File: src/rtl/noc_stream_pkg.sv
// Shared types for tile stream paths: beat layout, arbiter FSM states
// and a helper that sizes requester index fields.
package noc_stream_pkg;

    localparam int NOC_DATA_W = 32;
    localparam int NOC_KEEP_W = NOC_DATA_W / 8;

    // One AXI-Stream beat at the default tile data width.
    typedef struct packed {
        logic [NOC_DATA_W-1:0] data;
        logic [NOC_KEEP_W-1:0] keep;
        logic                  last;
    } noc_beat_t;

    typedef enum logic {
        IDLE = 1'b0,
        BUSY = 1'b1
    } arb_state_t;

    // Index width for n requesters, never narrower than one bit.
    function automatic int noc_id_w(input int n);
        return (n > 1) ? $clog2(n) : 1;
    endfunction

endpackage

File: src/rtl/noc_out_arbiter_if.sv
// Stream bundle between N_REQ tile sources and the tile NoC output.
// slave: arbiter side; master: sources/sink side.
interface noc_out_arbiter_if
    import noc_stream_pkg::*;
#(
    parameter int N_REQ  = 2,
    parameter int DATA_W = NOC_DATA_W
);

    logic [N_REQ-1:0]          req_TVALID;
    logic [N_REQ*DATA_W-1:0]   req_TDATA;
    logic [N_REQ*DATA_W/8-1:0] req_TKEEP;
    logic [N_REQ-1:0]          req_TLAST;
    logic [N_REQ-1:0]          req_TREADY;

    logic                      stream_out_TREADY;
    logic                      stream_out_TVALID;
    logic [DATA_W-1:0]         stream_out_TDATA;
    logic [DATA_W/8-1:0]       stream_out_TKEEP;
    logic                      stream_out_TLAST;

    modport slave (
        input  req_TVALID, req_TDATA, req_TKEEP, req_TLAST,
        input  stream_out_TREADY,
        output req_TREADY,
        output stream_out_TVALID, stream_out_TDATA,
        output stream_out_TKEEP, stream_out_TLAST
    );

    modport master (
        output req_TVALID, req_TDATA, req_TKEEP, req_TLAST,
        output stream_out_TREADY,
        input  req_TREADY,
        input  stream_out_TVALID, stream_out_TDATA,
        input  stream_out_TKEEP, stream_out_TLAST
    );

endinterface

File: src/rtl/noc_skid_buffer.sv
// 2-entry stream skid buffer with registered output and registered ready.
// Ports: clk/rst, in_* (upstream beat + ready), out_* (downstream beat).
module noc_skid_buffer
    import noc_stream_pkg::*;
#(
    parameter int DATA_W = NOC_DATA_W
) (
    input  logic                clk,
    input  logic                rst,
    input  logic                in_valid,
    output logic                in_ready,
    input  logic [DATA_W-1:0]   in_data,
    input  logic [DATA_W/8-1:0] in_keep,
    input  logic                in_last,
    output logic                out_valid,
    input  logic                out_ready,
    output logic [DATA_W-1:0]   out_data,
    output logic [DATA_W/8-1:0] out_keep,
    output logic                out_last
);

    typedef struct packed {
        logic [DATA_W-1:0]   data;
        logic [DATA_W/8-1:0] keep;
        logic                last;
    } beat_t;

    beat_t       head_q, head_d;
    beat_t       tail_q, tail_d;
    beat_t       in_beat;
    logic [1:0]  count_q, count_d;
    logic        push, pop;

    // Ready comes straight from the occupancy flop: full only at 2.
    assign in_ready  = ~count_q[1];
    assign out_valid = |count_q;
    assign push      = in_valid & in_ready;
    assign pop       = out_valid & out_ready;
    assign in_beat   = '{data: in_data, keep: in_keep, last: in_last};

    assign out_data  = head_q.data;
    assign out_keep  = head_q.keep;
    assign out_last  = head_q.last;

    always_comb begin
        head_d  = head_q;
        tail_d  = tail_q;
        count_d = count_q;
        case (count_q)
            2'd0: begin
                if (push) begin
                    head_d  = in_beat;
                    count_d = 2'd1;
                end
            end
            2'd1: begin
                if (push && pop) begin
                    head_d = in_beat;
                end else if (push) begin
                    tail_d  = in_beat;
                    count_d = 2'd2;
                end else if (pop) begin
                    count_d = 2'd0;
                end
            end
            2'd2: begin
                // No push possible here: in_ready is low when full.
                if (pop) begin
                    head_d  = tail_q;
                    count_d = 2'd1;
                end
            end
            default: count_d = 2'd0;
        endcase
    end

    always_ff @(posedge clk or posedge rst) begin
        if (rst) begin
            head_q  <= '0;
            tail_q  <= '0;
            count_q <= 2'd0;
        end else begin
            head_q  <= head_d;
            tail_q  <= tail_d;
            count_q <= count_d;
        end
    end

endmodule

File: src/rtl/noc_out_arbiter.sv
// Packet-level round-robin arbiter sharing one NoC output stream.
// Ports: clk_line/clk_line_rst_high, bus (req_* in, stream_out_* out), busy, grant_id.
module noc_out_arbiter
    import noc_stream_pkg::*;
#(
    parameter int N_REQ  = 2,
    parameter int DATA_W = NOC_DATA_W,
    parameter int ID_W   = noc_id_w(N_REQ)
) (
    input  logic              clk_line,
    input  logic              clk_line_rst_high,
    noc_out_arbiter_if.slave  bus,
    output logic              busy,
    output logic [ID_W-1:0]   grant_id
);

    arb_state_t          state_q, state_d;
    logic [ID_W-1:0]     rr_ptr_q, rr_ptr_d;
    logic [ID_W-1:0]     grant_id_q, grant_id_d;
    logic                busy_q, busy_d;

    logic [N_REQ-1:0]    req_tready;
    logic                skid_in_valid;
    logic                skid_in_ready;

    logic                sel_valid;
    logic [DATA_W-1:0]   sel_data;
    logic [DATA_W/8-1:0] sel_keep;
    logic                sel_last;

    // First valid requester at or after ptr, wrapping around.
    function automatic logic [ID_W-1:0] rr_pick(
        input logic [N_REQ-1:0] vld,
        input logic [ID_W-1:0]  ptr
    );
        logic [ID_W-1:0]  pick;
        logic             found;
        logic [N_REQ-1:0] rot;
        int               idx;
        pick  = ptr;
        found = 1'b0;
        for (int k = 0; k < N_REQ; k++) begin
            idx = (int'(ptr) + k) % N_REQ;
            rot = vld >> idx;
            if (!found && rot[0]) begin
                found = 1'b1;
                pick  = ID_W'(idx);
            end
        end
        return pick;
    endfunction

    function automatic logic [ID_W-1:0] next_id(input logic [ID_W-1:0] id);
        return (id == ID_W'(N_REQ - 1)) ? '0 : id + ID_W'(1);
    endfunction

    // Granted requester's lane, selected by the held grant.
    always_comb begin
        sel_valid = 1'b0;
        sel_data  = '0;
        sel_keep  = '0;
        sel_last  = 1'b0;
        for (int i = 0; i < N_REQ; i++) begin
            if (grant_id_q == ID_W'(i)) begin
                sel_valid = bus.req_TVALID[i];
                sel_data  = bus.req_TDATA[i*DATA_W +: DATA_W];
                sel_keep  = bus.req_TKEEP[i*(DATA_W/8) +: DATA_W/8];
                sel_last  = bus.req_TLAST[i];
            end
        end
    end

    always_comb begin
        state_d       = state_q;
        rr_ptr_d      = rr_ptr_q;
        grant_id_d    = grant_id_q;
        busy_d        = busy_q;
        req_tready    = '0;
        skid_in_valid = 1'b0;
        case (state_q)
            IDLE: begin
                if (|bus.req_TVALID) begin
                    grant_id_d = rr_pick(bus.req_TVALID, rr_ptr_q);
                    busy_d     = 1'b1;
                    state_d    = BUSY;
                end
            end
            BUSY: begin
                req_tready    = N_REQ'(skid_in_ready) << grant_id_q;
                skid_in_valid = sel_valid;
                // Grant is released only by an accepted TLAST beat.
                if (sel_valid && skid_in_ready && sel_last) begin
                    rr_ptr_d = next_id(grant_id_q);
                    busy_d   = 1'b0;
                    state_d  = IDLE;
                end
            end
            default: state_d = IDLE;
        endcase
    end

    always_ff @(posedge clk_line or posedge clk_line_rst_high) begin
        if (clk_line_rst_high) begin
            state_q    <= IDLE;
            rr_ptr_q   <= '0;
            grant_id_q <= '0;
            busy_q     <= 1'b0;
        end else begin
            state_q    <= state_d;
            rr_ptr_q   <= rr_ptr_d;
            grant_id_q <= grant_id_d;
            busy_q     <= busy_d;
        end
    end

    noc_skid_buffer #(
        .DATA_W (DATA_W)
    ) u_skid (
        .clk       (clk_line),
        .rst       (clk_line_rst_high),
        .in_valid  (skid_in_valid),
        .in_ready  (skid_in_ready),
        .in_data   (sel_data),
        .in_keep   (sel_keep),
        .in_last   (sel_last),
        .out_valid (bus.stream_out_TVALID),
        .out_ready (bus.stream_out_TREADY),
        .out_data  (bus.stream_out_TDATA),
        .out_keep  (bus.stream_out_TKEEP),
        .out_last  (bus.stream_out_TLAST)
    );

    assign bus.req_TREADY = req_tready;
    assign busy           = busy_q;
    assign grant_id       = grant_id_q;

endmodule
File: src/flat_wrapper.sv
// flat-port wrapper written by rule: the top's interface ports become plain ports
module noc_out_arbiter_flat import noc_stream_pkg::*;
#(
    parameter int N_REQ  = 2,
    parameter int DATA_W = NOC_DATA_W,
    parameter int ID_W   = noc_id_w(N_REQ)
)
  (clk_line, clk_line_rst_high, busy, grant_id, bus_req_TVALID, bus_req_TDATA, bus_req_TKEEP, bus_req_TLAST, bus_stream_out_TREADY, bus_req_TREADY, bus_stream_out_TVALID, bus_stream_out_TDATA, bus_stream_out_TKEEP, bus_stream_out_TLAST);
  noc_out_arbiter_if #(.N_REQ(N_REQ), .DATA_W(DATA_W)) bus_i ();
  input  logic clk_line;
  input  logic clk_line_rst_high;
  output logic busy;
  output logic [ID_W-1:0] grant_id;
  input wire logic [$bits(bus_i.req_TVALID)-1:0] bus_req_TVALID;
  input wire logic [$bits(bus_i.req_TDATA)-1:0] bus_req_TDATA;
  input wire logic [$bits(bus_i.req_TKEEP)-1:0] bus_req_TKEEP;
  input wire logic [$bits(bus_i.req_TLAST)-1:0] bus_req_TLAST;
  input wire logic [$bits(bus_i.stream_out_TREADY)-1:0] bus_stream_out_TREADY;
  output wire logic [$bits(bus_i.req_TREADY)-1:0] bus_req_TREADY;
  output wire logic [$bits(bus_i.stream_out_TVALID)-1:0] bus_stream_out_TVALID;
  output wire logic [$bits(bus_i.stream_out_TDATA)-1:0] bus_stream_out_TDATA;
  output wire logic [$bits(bus_i.stream_out_TKEEP)-1:0] bus_stream_out_TKEEP;
  output wire logic [$bits(bus_i.stream_out_TLAST)-1:0] bus_stream_out_TLAST;
  assign bus_i.req_TVALID = bus_req_TVALID;
  assign bus_i.req_TDATA = bus_req_TDATA;
  assign bus_i.req_TKEEP = bus_req_TKEEP;
  assign bus_i.req_TLAST = bus_req_TLAST;
  assign bus_i.stream_out_TREADY = bus_stream_out_TREADY;
  assign bus_req_TREADY = bus_i.req_TREADY;
  assign bus_stream_out_TVALID = bus_i.stream_out_TVALID;
  assign bus_stream_out_TDATA = bus_i.stream_out_TDATA;
  assign bus_stream_out_TKEEP = bus_i.stream_out_TKEEP;
  assign bus_stream_out_TLAST = bus_i.stream_out_TLAST;
  noc_out_arbiter #(.N_REQ(N_REQ), .DATA_W(DATA_W), .ID_W(ID_W)) u_core (.clk_line(clk_line), .clk_line_rst_high(clk_line_rst_high), .bus(bus_i), .busy(busy), .grant_id(grant_id));
endmodule
File: config.mk
export PLATFORM = sky130hd
export DESIGN_NAME = noc_out_arbiter_flat
export DESIGN_NICKNAME = d
export VERILOG_FILES = /design/src/rtl/noc_stream_pkg.sv /design/src/rtl/noc_out_arbiter_if.sv /design/src/rtl/noc_skid_buffer.sv /design/src/rtl/noc_out_arbiter.sv /design/src/flat_wrapper.sv
export SDC_FILE = /design/constraint.sdc
export NUM_CORES = 1
export LEC_CHECK = 0
export ABC_AREA = 1
export BUFFER_PORTS_ARGS = -buffer_cell sky130_fd_sc_hd__buf_2
export CAP_MARGIN = 20
export CORE_MARGIN = 1.5
export CORE_UTILIZATION = 50
export DETAILED_ROUTE_END_ITERATION = 10
export GPL_TIMING_DRIVEN = 0
export PLACE_DENSITY = 0.77
export SYNTH_ARGS = -nofsm -noshare
export SYNTH_HDL_FRONTEND = slang
export SYNTH_HIERARCHICAL = 1
export SYNTH_SLANG_ARGS = --single-unit
export TNS_END_PERCENT = 10
File: constraint.sdc
create_clock -name clk_line -period 2.6 [get_ports clk_line]
set_input_delay 0.26 -clock clk_line [delete_from_list [all_inputs] [get_ports clk_line]]
set_output_delay 0.26 -clock clk_line [all_outputs]
set_load 0.05 [all_outputs]
# ---- Word level (Yosys, flattened, before mapping)
# Cells that the tools add are included.
dict set report classes {
  addsub 2
  n_eq_ne 9
  n_shift 3
  mux 27
  bitwise_logic 6
  n_reduce_logical 15
}
# op count
set ops {}
lappend ops {{37-bit 2-to-1 mux} 3}
lappend ops {{37-bit one-hot mux with 3 select lines} 1}
lappend ops {{32-bit 2-to-1 mux} 1}
lappend ops {{2-bit by 32-bit right shift with 1-bit output} 1}
lappend ops {{1-bit 2-to-1 mux} 12}
lappend ops {{2-bit 2-to-1 mux} 6}
lappend ops {{2-bit != test, second input constant} 5}
lappend ops {{4-bit AND reduction} 2}
lappend ops {{2-bit one-hot mux with 3 select lines} 1}
lappend ops {{2-bit AND reduction} 3}
lappend ops {{1-bit logical AND} 4}
lappend ops {{4-bit 2-to-1 mux} 1}
lappend ops {{1-bit one-hot mux with 2 select lines} 2}
lappend ops {{2-bit OR reduction} 2}
lappend ops {{3-bit != test, second input constant} 1}
lappend ops {{1-bit inverter} 3}
lappend ops {{3-bit AND reduction} 1}
lappend ops {{3-bit nonzero test} 1}
lappend ops {{1-bit adder, second input constant} 2}
lappend ops {{1-bit bitwise AND} 2}
lappend ops {{2-bit by 1-bit equality test with 1-bit output, second input constant} 1}
lappend ops {{2-bit equality test, second input constant} 1}
lappend ops {{2-bit logical NOT} 1}
lappend ops {{2-bit by 1-bit != test with 1-bit output, second input constant} 1}
lappend ops {{4 further kinds} 4}
dict set report word_totals {
  regBits 80
  in_bits 79
  output_inout_bits 42
  word_cells 73
}

# ---- Logic depth before layout (Yosys ltp)
dict set report depth {
  depth_word 7
  mapped_depth 10
  ltp_nobuf 9
}

# ---- Cells and area by module
# The synthesis kept the hierarchy.
# mod n_inst cells_each area_per_inst_um2 seq_area_each_um2
set modules_own_cells {}
lappend modules_own_cells {noc_skid_buffer 1 458 3714.8 1901.8}
lappend modules_own_cells {noc_out_arbiter 1 147 681.9 100.1}

# ---- Least setup slack after synthesis
# Ideal clock, no wire load.
dict set report synth_path {
  kind {flip-flop to output port}
  startpoint {register u_core.grant_id_q, in the netlist u_core/grant_id}
  endpoint {output port bus_req_TREADY[1]}
  arrival_ns 2.049
  required_time_ns 2.340
  path_slack_ns 0.291
  stages_incl_launch_ff 4
  n_path_buf 1
  cell_sequence {dfrtp_1 inv_2 buf_4 nor3_1}
}
dict set report synth_via {
  elab_chain_cells 2
}
# element line_no
set synth_lines {}
lappend synth_lines {{start: declaration} noc_out_arbiter.sv:19} ;# logic [ID_W-1:0] grant_id_q, grant_id_d;
lappend synth_lines {{start signal: assignment} noc_out_arbiter.sv:111} ;# grant_id_q <= grant_id_d;
lappend synth_lines {{1-bit by 1-bit << shifter with 2-bit output} noc_out_arbiter.sv:89} ;# req_tready = N_REQ'(skid_in_ready) << grant_id_q;
lappend synth_lines {{2-bit 2-to-1 mux} noc_out_arbiter.sv:80} ;# case (state_q)
lappend synth_lines {{end: declaration} flat_wrapper.sv:19} ;# output wire logic [$bits(bus_i.req_TREADY)-1:0] bus_req_TREADY;
# No other way between the ends.

# ---- Final worst setup path
dict set report layout_path {
  startpoint {register u_core.u_skid.count_q[1]}
  endpoint {output port bus_req_TREADY[1]}
}
dict set report layout_via {
  elab_chain_cells 3
}
# element line_no
set layout_lines {}
lappend layout_lines {{start: declaration} noc_skid_buffer.sv:31} ;# logic [1:0] count_q, count_d;
lappend layout_lines {{start signal: assignment} noc_skid_buffer.sv:85} ;# count_q <= count_d;
lappend layout_lines {{1-bit inverter} noc_skid_buffer.sv:35} ;# assign in_ready = ~count_q[1];
lappend layout_lines {{via u_core.skid_in_ready} noc_out_arbiter.sv:24} ;# logic skid_in_ready;
lappend layout_lines {{1-bit by 1-bit << shifter with 2-bit output} noc_out_arbiter.sv:89}
lappend layout_lines {{2-bit 2-to-1 mux} noc_out_arbiter.sv:80}
# The timed path passes the listed nets, and every way through them passes these cells.

==> Implementation_results.wiki <==
{| class="wikitable"
! Metric !! Value
|-
| Result of the run || finished, final reports clean
|-
| CTS tree || yes
|-
| Final worst path period share || 0.812
|-
| FF+latch count, synth || 80
|-
| Largest net degree at the start of global routing || 75
|-
| Post-layout minimum cycle time || 2.11 ns
|-
| TritonCTS Buffers || 9
|-
| Cell internal pwr || about 3.6 mW
|-
| DP Cell Count || 834
|-
| Worst Path Arrival || 1.85 ns
|-
| Synth top area share || 0.455
|-
| Power share of the combinational group || 0.579
|-
| IO buf count || 120
|-
| Worst rel slew slack || 0.672
|-
| Number of instances in the synthesized netlist || between 600 and 700
|-
| Total of max-cap violations || 0
|-
| Placer Congestion || 0.833
|-
| Aggregate negative setup slack || 0 ns
|-
| Starting DRT DRC Count || 188
|-
| Largest cells by area after synthesis || sky130_fd_sc_hd__dfrtp_1, sky130_fd_sc_hd__nand2_1, sky130_fd_sc_hd__nand3_1, sky130_fd_sc_hd__nand3_2, sky130_fd_sc_hd__inv_1
|-
| Total track usage || 0.241
|-
| Tightest Pin Transition || about 0.49 ns
|-
| Total die area || 9370 µm²
|-
| Power density over the cells || ~1400 nW/µm²
|-
| Post-CTS Setup Bufs || 0
|-
| Final number of max-transition violations || 0
|-
| Count of fill cells added during filler insertion || 798
|-
| Worst Hold Class || in2reg
|-
| Placeable core region || 8640 µm²
|-
| Wire per inst || 12.9 µm
|-
| Root Driver || sky130_fd_sc_hd__clkbuf_8
|-
| Critical path type || reg2out
|-
| Switching share of power || 0.514
|-
| Clock slew at the register clock pins of the worst setup and hold paths || 0.08 ns
|-
| Relative contribution of the clock network to total power || 0.129
|-
| Boundary pin count || approximately 120
|-
| Level count of the clock H-tree || 3
|-
| NetSw || 3.78 mW
|-
| Setup violation total in the final timing report || 0
|-
| Initial antenna violation count || 0
|-
| Area leader, netlist || sky130_fd_sc_hd__dfrtp_1
|-
| Share of cells above drive strength 1 || 0.268
|-
| Initial core utilization || 0.509
|-
| Number of iterations in the first detailed-routing pass || 4
|-
| Share of the yosys chip area belonging to registers || 0.455
|-
| Width of the die || 96.8 µm
|-
| Setup repair after global routing missed its margin || false
|-
| Max clock buf depth || 2
|-
| Layout overhead on the synthesized area || 22.3%
|-
| # nets final || 817
|-
| Number of sinks driven by the clock tree || 80
|-
| Async SR Flop Fraction || 1.00
|-
| Wire length of the first global-routing pass || 18.7 mm
|-
| Peak clock frequency supported by timing || 474 MHz
|-
| Total number of yosys warnings || 6
|-
| Number of synthesized flops with an enable pin || 0
|-
| DRT Wirelength || 11.0 mm
|-
| Reported leakage power || about 3.2 nW
|-
| Via count of the first global-routing pass || a little over 4k
|-
| Yosys cell types || 24
|-
| Final antenna-violating net count || 0
|-
| Final Instance Count excl. Fillers || 851
|-
| Required time worst endpoint || 2.34 ns
|-
| Clock insertion delay at the later pin of the skew report || 0.35 ns
|-
| Final HPWL from detailed placement || 7.93 mm
|-
| Residual DRC count || 0
|-
| Dominant register cell in the synthesized netlist || sky130_fd_sc_hd__dfrtp_1
|-
| Final hold viol count || 0
|-
| Critical path capture point type || output pin
|-
| Row Count || 34
|-
| Fraction of power consumed by sequential logic || 0.292
|-
| Peak supply drop || 0.771 mV
|-
| Floorplan die height || 96.8 µm
|-
| Count leader, synth || sky130_fd_sc_hd__nand2_1
|-
| Post-synth design cell area || about 4400 µm²
|-
| Routed via count divided by cell count || approximately 4.9
|-
| Total via count after detailed routing || 4,211
|-
| Highest fanout seen on the critical path || 10
|-
| Kind of launch point of the worst setup path || flop
|-
| Largest clock skew in the final design || about 0.0065 ns
|-
| Inserted Diodes || 0
|-
| Most numerous cell types in the synthesized netlist || sky130_fd_sc_hd__nand2_1, sky130_fd_sc_hd__dfrtp_1, sky130_fd_sc_hd__nand3_1
|-
| Net count after synthesis || 684
|-
| Average footprint of a synthesized cell || 7.27 µm²
|-
| Total overflow reported by the global router || 0
|}
cell type report:
cell class / count / area [µm²] / area share
Clock buffer: 11 / 151 / 0.0281
Buffer: 39 / 280 / 0.0521
Multi-Input combinational cell: 438 / 1930 / 0.360
Tap cell: 108 / 135 / 0.0251
Timing Repair Buffer: 122 / 638 / 0.119
Inverter: 48 / 183 / 0.0340
Sequential cell: 80 / 2000 / 0.372
Clock inverter: 5 / 55.1 / 0.0102
power groups by stage:
stage	combinational (mW)	sequential (mW)	clock [mW]
floorplan	2.31	3.09	0
global placement	4.15	2.14	0
detailed placement	4.24	2.16	0
CTS	4.26	2.14	0.976
global route	4.68	2.22	1.02
finish	4.25	2.14	0.949
cells by family after synthesis:
group / count (synthesis) / synth area share
and+or+nand+nor: 396 / 0.391
buffers and inverters: 87 / 0.105
DFF: 80 / 0.455
AOI/OAI and AO/OA: 42 / 0.0489
state kept, by name, indices dropped and copies added, names as in the netlist:
signal                  flops
u_core/rr_ptr_q             1
u_core/u_skid/count_q       2
u_core/state_q              1
u_core/u_skid/out_data     32
u_core/u_skid/out_keep      4
u_core/u_skid/tail_q       37
u_core/grant_id             1
u_core/busy                 1
u_core/u_skid/out_last      1
path summary, 6_finish.rpt:
kind	slack [ns]	cells past startpoint	end	from
max	0.49	7	bus_req_TREADY[1]	u_core/u_skid/count_q[1]
min	0.23	3	u_core/grant_id	bus_req_TVALID[1]
max reg2reg	0.91	10	u_core/u_skid/out_data[6]	u_core/grant_id
min reg2reg	0.49	2	u_core/busy	u_core/busy
max in group asynchronous	1.71	4	u_core/u_skid/tail_q[12]	clk_line_rst_high
min in group asynchronous	0.33	3	u_core/u_skid/tail_q[24]	clk_line_rst_high
through the flow:
step / instance area (µm²) / setup slack [ns] / utilization / power [mW] / hold slack [ns]
finish: 5380 / 0.490 / 0.623 / 7.35 / 0.227
global route: 5380 / 0.426 / 0.623 / 7.91 / 0.240
CTS: 5380 / 0.486 / 0.623 / 7.38 / 0.211
detailed placement: 5160 / 0.870 / 0.598 / 6.40 / 0.146
global placement: 5130 / -0.503 / 0.594 / 6.29 / 0.150
floorplan: 4400 / 0.291 / - / 5.40 / 0.0261
critical path, cell delays in order, from the launching register on:
cell	delay (ns)
sky130_fd_sc_hd__dfrtp_1	0.38
sky130_fd_sc_hd__buf_6	0.14
sky130_fd_sc_hd__buf_4	0.17
sky130_fd_sc_hd__buf_2	0.19
sky130_fd_sc_hd__inv_1	0.12
sky130_fd_sc_hd__inv_1	0.08
sky130_fd_sc_hd__nor3_1	0.14
sky130_fd_sc_hd__buf_2	0.29
timing repair:
action / 4_1_cts / 5_1_grt
gates resized for setup: 0 / 0
endpoints found under the hold margin: 6 / 0
hold buffers: 1 / 0
per-layer routing:
metal / up-vias / track usage / part of all wire
met3: 19 / 0.0376 / 0.058
met5: - / 0 / 0
met2: 136 / 0.394 / 0.47
met1: 1922 / 0.327 / 0.45
met4: 0 / 0.0870 / 0.020
li1: 2134 / - / -
cells in the final DEF, fill, tap and decap left out, types with 3 or more instances in the layout:
master	netlist	final
sky130_fd_sc_hd__nor3_1	3	3
sky130_fd_sc_hd__o21ai_1	30	30
sky130_fd_sc_hd__inv_1	46	45
sky130_fd_sc_hd__nand3_1	58	58
sky130_fd_sc_hd__clkbuf_1	6	6
sky130_fd_sc_hd__clkbuf_8	0	11
sky130_fd_sc_hd__o21ai_0	9	9
sky130_fd_sc_hd__nor2_1	4	4
sky130_fd_sc_hd__nand2_1	304	304
sky130_fd_sc_hd__buf_4	12	12
sky130_fd_sc_hd__dfrtp_1	80	80
sky130_fd_sc_hd__nand3_2	21	21
sky130_fd_sc_hd__buf_2	11	131
sky130_fd_sc_hd__buf_6	7	7
Power figures use the tool's default switching activity.
